[config.mk]
export PLATFORM = sky130hd
export DESIGN_NAME = bcd_ascii_ser
export DESIGN_NICKNAME = d
export VERILOG_FILES = /design/src/rtl/bcd_pkg.sv /design/src/rtl/bcd_digit2ascii.sv /design/src/rtl/bcd_ascii_ser.sv
export SDC_FILE = /design/constraint.sdc
export NUM_CORES = 1
export LEC_CHECK = 0
export CAP_MARGIN = 20
export CORE_AREA = 2 2 55 70
export DETAILED_ROUTE_END_ITERATION = 8
export DIE_AREA = 0 0 57 72
export PLACE_DENSITY = 0.62
export SLEW_MARGIN = 20
export SYNTH_ARGS = -nofsm -noshare
export SYNTH_HDL_FRONTEND = slang
export SYNTH_HIERARCHICAL = 1
export SYNTH_SLANG_ARGS = --single-unit
[constraint.sdc]
create_clock -name CLOCK -period 1.64 [get_ports CLOCK]
set_input_delay 0.328 -clock CLOCK [delete_from_list [all_inputs] [get_ports CLOCK]]
set_output_delay 0.328 -clock CLOCK [all_outputs]
set_load 0.02 [all_outputs]
[src/rtl/bcd_pkg.sv]
// Shared types and constants for the BCD-to-ASCII serializer slice.
package bcd_pkg;

   typedef enum logic [2:0] {
      ST_IDLE = 3'd0,
      ST_HUND = 3'd1,
      ST_TENS = 3'd2,
      ST_ONES = 3'd3,
      ST_TERM = 3'd4
   } state_e;

   localparam logic [7:0] ASCII_ZERO = 8'h30;
   localparam logic [3:0] BCD_MAX    = 4'd9;

   function automatic logic digit_bad(input logic [3:0] d);
      return d > BCD_MAX;
   endfunction

endpackage

[src/rtl/bcd_digit2ascii.sv]
// Combinational conversion of one BCD digit to its ASCII character.
module bcd_digit2ascii
   import bcd_pkg::*;
#(
   parameter logic [7:0] ERR_CHAR = 8'h3F
) (
   input  logic [3:0] digit,
   output logic [7:0] ascii,
   output logic       err
);

   always_comb begin
      err   = digit_bad(digit);
      ascii = err ? ERR_CHAR : ASCII_ZERO + {4'h0, digit};
   end

endmodule

[src/rtl/bcd_ascii_ser.sv]
// Serializes a captured 3-digit BCD record into ASCII bytes, MSD first.
// Optional BCD_ASCII_SER_LZ_SUPPRESS_EN drops leading zero digits.
module bcd_ascii_ser
   import bcd_pkg::*;
#(
   parameter logic [7:0] TERMINATOR  = 8'h0A,
   parameter bit         APPEND_TERM = 1'b1,
   parameter logic [7:0] ERR_CHAR    = 8'h3F
) (
   input  logic       CLOCK,
   input  logic       RESET,
   input  logic       IN_VALID,
   output logic       IN_READY,
   input  logic [3:0] HUNDREDS,
   input  logic [3:0] TENS,
   input  logic [3:0] ONES,
   output logic [7:0] OUT_DATA,
   output logic       OUT_VALID,
   input  logic       OUT_READY,
   output logic       OUT_LAST,
   output logic       DIGIT_ERR
);

   state_e     state_q, state_d, first_st;
   logic [3:0] tens_q, tens_d, ones_q, ones_d;
   logic [7:0] out_data_q, out_data_d;
   logic       out_valid_q, out_valid_d;
   logic       out_last_q, out_last_d;
   logic       digit_err_q, digit_err_d;
   logic [3:0] mux_digit;
   logic [7:0] cvt_byte;
   logic       cvt_err;
   logic       capture, consume;

   assign IN_READY  = (state_q == ST_IDLE) && !RESET;
   assign capture   = IN_VALID && IN_READY;
   assign consume   = out_valid_q && OUT_READY;
   assign OUT_DATA  = out_data_q;
   assign OUT_VALID = out_valid_q;
   assign OUT_LAST  = out_last_q;
   assign DIGIT_ERR = digit_err_q;

   always_comb begin
`ifdef BCD_ASCII_SER_LZ_SUPPRESS_EN
      if (HUNDREDS != 4'd0)  first_st = ST_HUND;
      else if (TENS != 4'd0) first_st = ST_TENS;
      else                   first_st = ST_ONES;
`else
      first_st = ST_HUND;
`endif
   end

   // The converter always looks at the digit of the byte to be loaded next,
   // so the registered OUT_DATA is ready one cycle after capture/consume.
   always_comb begin
      case (state_q)
         ST_IDLE: begin
            case (first_st)
               ST_HUND: mux_digit = HUNDREDS;
               ST_TENS: mux_digit = TENS;
               default: mux_digit = ONES;
            endcase
         end
         ST_HUND: mux_digit = tens_q;
         default: mux_digit = ones_q;
      endcase
   end

   bcd_digit2ascii #(.ERR_CHAR(ERR_CHAR)) u_cvt (
      .digit (mux_digit),
      .ascii (cvt_byte),
      .err   (cvt_err)
   );

   always_comb begin
      state_d     = state_q;
      tens_d      = tens_q;
      ones_d      = ones_q;
      out_data_d  = out_data_q;
      out_valid_d = out_valid_q;
      out_last_d  = out_last_q;
      digit_err_d = 1'b0;
      case (state_q)
         ST_IDLE: begin
            if (capture) begin
               state_d     = first_st;
               tens_d      = TENS;
               ones_d      = ONES;
               out_valid_d = 1'b1;
               out_data_d  = cvt_byte;
               out_last_d  = (first_st == ST_ONES) && !APPEND_TERM;
               digit_err_d = cvt_err | digit_bad(HUNDREDS) | digit_bad(TENS) | digit_bad(ONES);
            end
         end
         ST_HUND: begin
            if (consume) begin
               state_d    = ST_TENS;
               out_data_d = cvt_byte;
            end
         end
         ST_TENS: begin
            if (consume) begin
               state_d    = ST_ONES;
               out_data_d = cvt_byte;
               out_last_d = !APPEND_TERM;
            end
         end
         ST_ONES: begin
            if (consume) begin
               if (APPEND_TERM) begin
                  state_d    = ST_TERM;
                  out_data_d = TERMINATOR;
                  out_last_d = 1'b1;
               end else begin
                  state_d     = ST_IDLE;
                  out_valid_d = 1'b0;
                  out_last_d  = 1'b0;
               end
            end
         end
         ST_TERM: begin
            if (consume) begin
               state_d     = ST_IDLE;
               out_valid_d = 1'b0;
               out_last_d  = 1'b0;
            end
         end
         default: begin
            state_d     = ST_IDLE;
            out_valid_d = 1'b0;
            out_last_d  = 1'b0;
         end
      endcase
   end

   always_ff @(posedge CLOCK) begin
      if (RESET) begin
         state_q     <= ST_IDLE;
         tens_q      <= '0;
         ones_q      <= '0;
         out_data_q  <= '0;
         out_valid_q <= 1'b0;
         out_last_q  <= 1'b0;
         digit_err_q <= 1'b0;
      end else begin
         state_q     <= state_d;
         tens_q      <= tens_d;
         ones_q      <= ones_d;
         out_data_q  <= out_data_d;
         out_valid_q <= out_valid_d;
         out_last_q  <= out_last_d;
         digit_err_q <= digit_err_d;
      end
   end

endmodule
==> metrics.txt <==
num rows 24; Final ANT Viol Nets 0; insertion delay to the later sink of the worst-skew pair 0.26 ns; WL/cell 12.3 um; Synth async-reset ratio 0; All-Layer GR Usage 0.131; Highest Clock Rate 629 MHz; DRC viols 0; Worst VDD drop 0.000418 V; Clk pin slew, worst setup/hold paths 0.08 ns; Nets 183; Hold Vio Cnt, Final 0; synth cell count leaders 22 x dfxtp_1, 10 x mux2i_1, 9 x a21oi_1, 9 x nor2b_1, 8 x mux2_2; drt pass-1 iters 4; sw frac 0.265; Max-cap violations 0; WS Path Type primary input to flip-flop; Initial Util 0.341; gr busiest metal met2; Clk pwr share 0.264; Static Leak 0.694 nW; # diodes 0; initial antenna violation count 0; Detailed Place HPWL 1970 um; final instance area 0.00163 mm^2; met2 usage 0.252; CTS H-Tree Depth 1; CTS Buffer Depth 2; Area contributors post-synth dfxtp_1 38%, mux2i_1 8.6%, mux2_2 7.7%; startpoint class of the critical path primary input; area leader, netlist dfxtp_1; Synth Flop Type dfxtp_1; Switching Power 332 uW; post-synthesis cell area 0.00117 mm^2; setup violators final 0; Mean Syn Cell Area 9.20 um^2; via-per-instance ratio 5.08; cell internal pwr 924 uW; Hold Slack 0.464 ns; Final Slew Violations 0; routability cong. 0.813; Layout Skew 0.000857 ns; vias in the first global route 1059; EDFF count, synth 0; Core Footprint 0.00342 mm^2; share of cells above drive strength 1 0.255; Power Density 770 mW/mm^2; post-route minimum period 1.59 ns; IO buf count 27; die width 57 um; Flop pwr share 0.476; area delta synth->final 39.5%; Crit Path Max Fanout 8; count of cell types in the netlist 36; DIE AREA 0.00410 mm^2; first-pass GRT wire length 4330 um; M3 GR Usage 0.0232; top cell type's share of synthesized area 0.377; Critical Path Sink Type flip-flop; io pins 28; CTS tree yes; largest net degree at the start of global routing 18; synthesized instance count 127; DP Area 0.00157 mm^2; Root Driver clkbuf_8; Congestion Overflow GR 0; Die Y 72 um; Worst Path Required 1.82 ns; arrival time at the worst endpoint 1.77 ns; part of the cycle the worst path needs 0.970; status complete, no violations; Gate power share 0.259; unrepaired setup endpoints after global routing true; CTS Buf Count 3; WL final 2520 um; FF+latch count, synth 22; Ys Warns 6; sequential-to-total area share from yosys stat 0.377; met1 usage 0.138; Initial DRC Count 11; Vias 1037; count leader, synth dfxtp_1; Hold Crit Class flip-flop to flip-flop; clock sink total 22
logic make-up (layout without fill, tap and decap cells):
kind of cell,Yosys count,count (layout),synth area share
xor+xnor,1,1,0.00750
simple gates,41,41,0.210
other cells,2,4,0.00643
mux,18,18,0.163
buf+inv,16,52,0.0728
flops,22,22,0.377
compound gates,27,27,0.164
cell type report:
| class | count | area (um^2) |
|---|---|---|
| fillers | 359 | 1790 |
| multi-input cells | 91 | 676 |
| flip-flops and latches | 22 | 445 |
| repair buffers | 45 | 404 |
| well taps | 39 | 48.8 |
| clock buffers | 3 | 41.3 |
| inverters | 4 | 15.0 |
critical path: stages:
cell             delay [ns]
clkdlybuf4s50_1        0.47
or4b_4                 0.47
a21o_4                 0.27
a211oi_2               0.22
flip-flops by register name, indices dropped and copies added (netlist names):
name       cells
OUT_DATA       8
ones_q         4
tens_q         4
state_q        3
DIGIT_ERR      1
OUT_LAST       1
OUT_VALID      1
worst paths after layout:
kind,start,to,slack (ns),cells after the start
setup / recovery,IN_VALID,OUT_DATA[3],0.05,4
hold reg to reg,OUT_DATA[1],OUT_DATA[1],0.46,2
setup reg to reg,state_q[0],OUT_DATA[3],0.12,6
hold / removal,OUT_DATA[1],OUT_DATA[1],0.46,2
metrics by stage:
stage | setup TNS (ns) | worst slack (ns) | power (mW) | instances | util
6_report | 0 | 0.0499 | 1.26 | 204 | 0.476
5_1_grt | -0.00379 | -0.00379 | 1.33 | 204 | 0.476
4_1_cts | 0 | 0.00849 | 1.27 | 204 | 0.473
3_5_place_dp | -3.34 | -0.370 | 0.934 | 201 | 0.458
3_3_place_gp | -2.84 | -0.324 | 0.927 | 201 | 0.458
2_1_floorplan | 0 | 0.00244 | 0.798 | 129 | -
routing by layer:
| metal | share of wire | up-vias |
|---|---|---|
| li1 | - | 518 |
| met1 | 0.40 | 487 |
| met2 | 0.54 | 28 |
| met3 | 0.044 | 4 |
| met4 | 0.016 | 0 |
| met5 | 0 | - |
power groups by stage:
stage	Sequential (mW)	Clock (mW)	Combinational, mW
2_1_floorplan	0.628	0	0.170
3_3_place_gp	0.609	0	0.318
3_5_place_dp	0.611	0	0.324
4_1_cts	0.599	0.346	0.325
5_1_grt	0.605	0.374	0.355
6_report	0.598	0.332	0.326
timing repair:
action                     in CTS  in global routing
setup endpoints to repair      10                  4
resized for setup               9                  4
hold buffers                    0                  0
setup buffers                   0                  0
pin swaps                       1                  0
cells in the final DEF, fill, tap and decap left out, types with 2 or more instances in the layout:
master,n
mux2i_1,10
nand2b_1,6
clkdlybuf4s50_1,24
inv_1,4
o211ai_1,2
clkbuf_8,3
nand2_1,4
mux2_2,8
nor2b_1,9
o21ai_0,3
a21oi_1,8
a211oi_2,2
nand3b_1,7
a21o_2,2
nor2_1,6
buf_4,18
dlygate4sd2_1,2
conb_1,4
a211o_1,2
dfxtp_1,20
No activity file was read; power rests on OpenSTA's default activity.
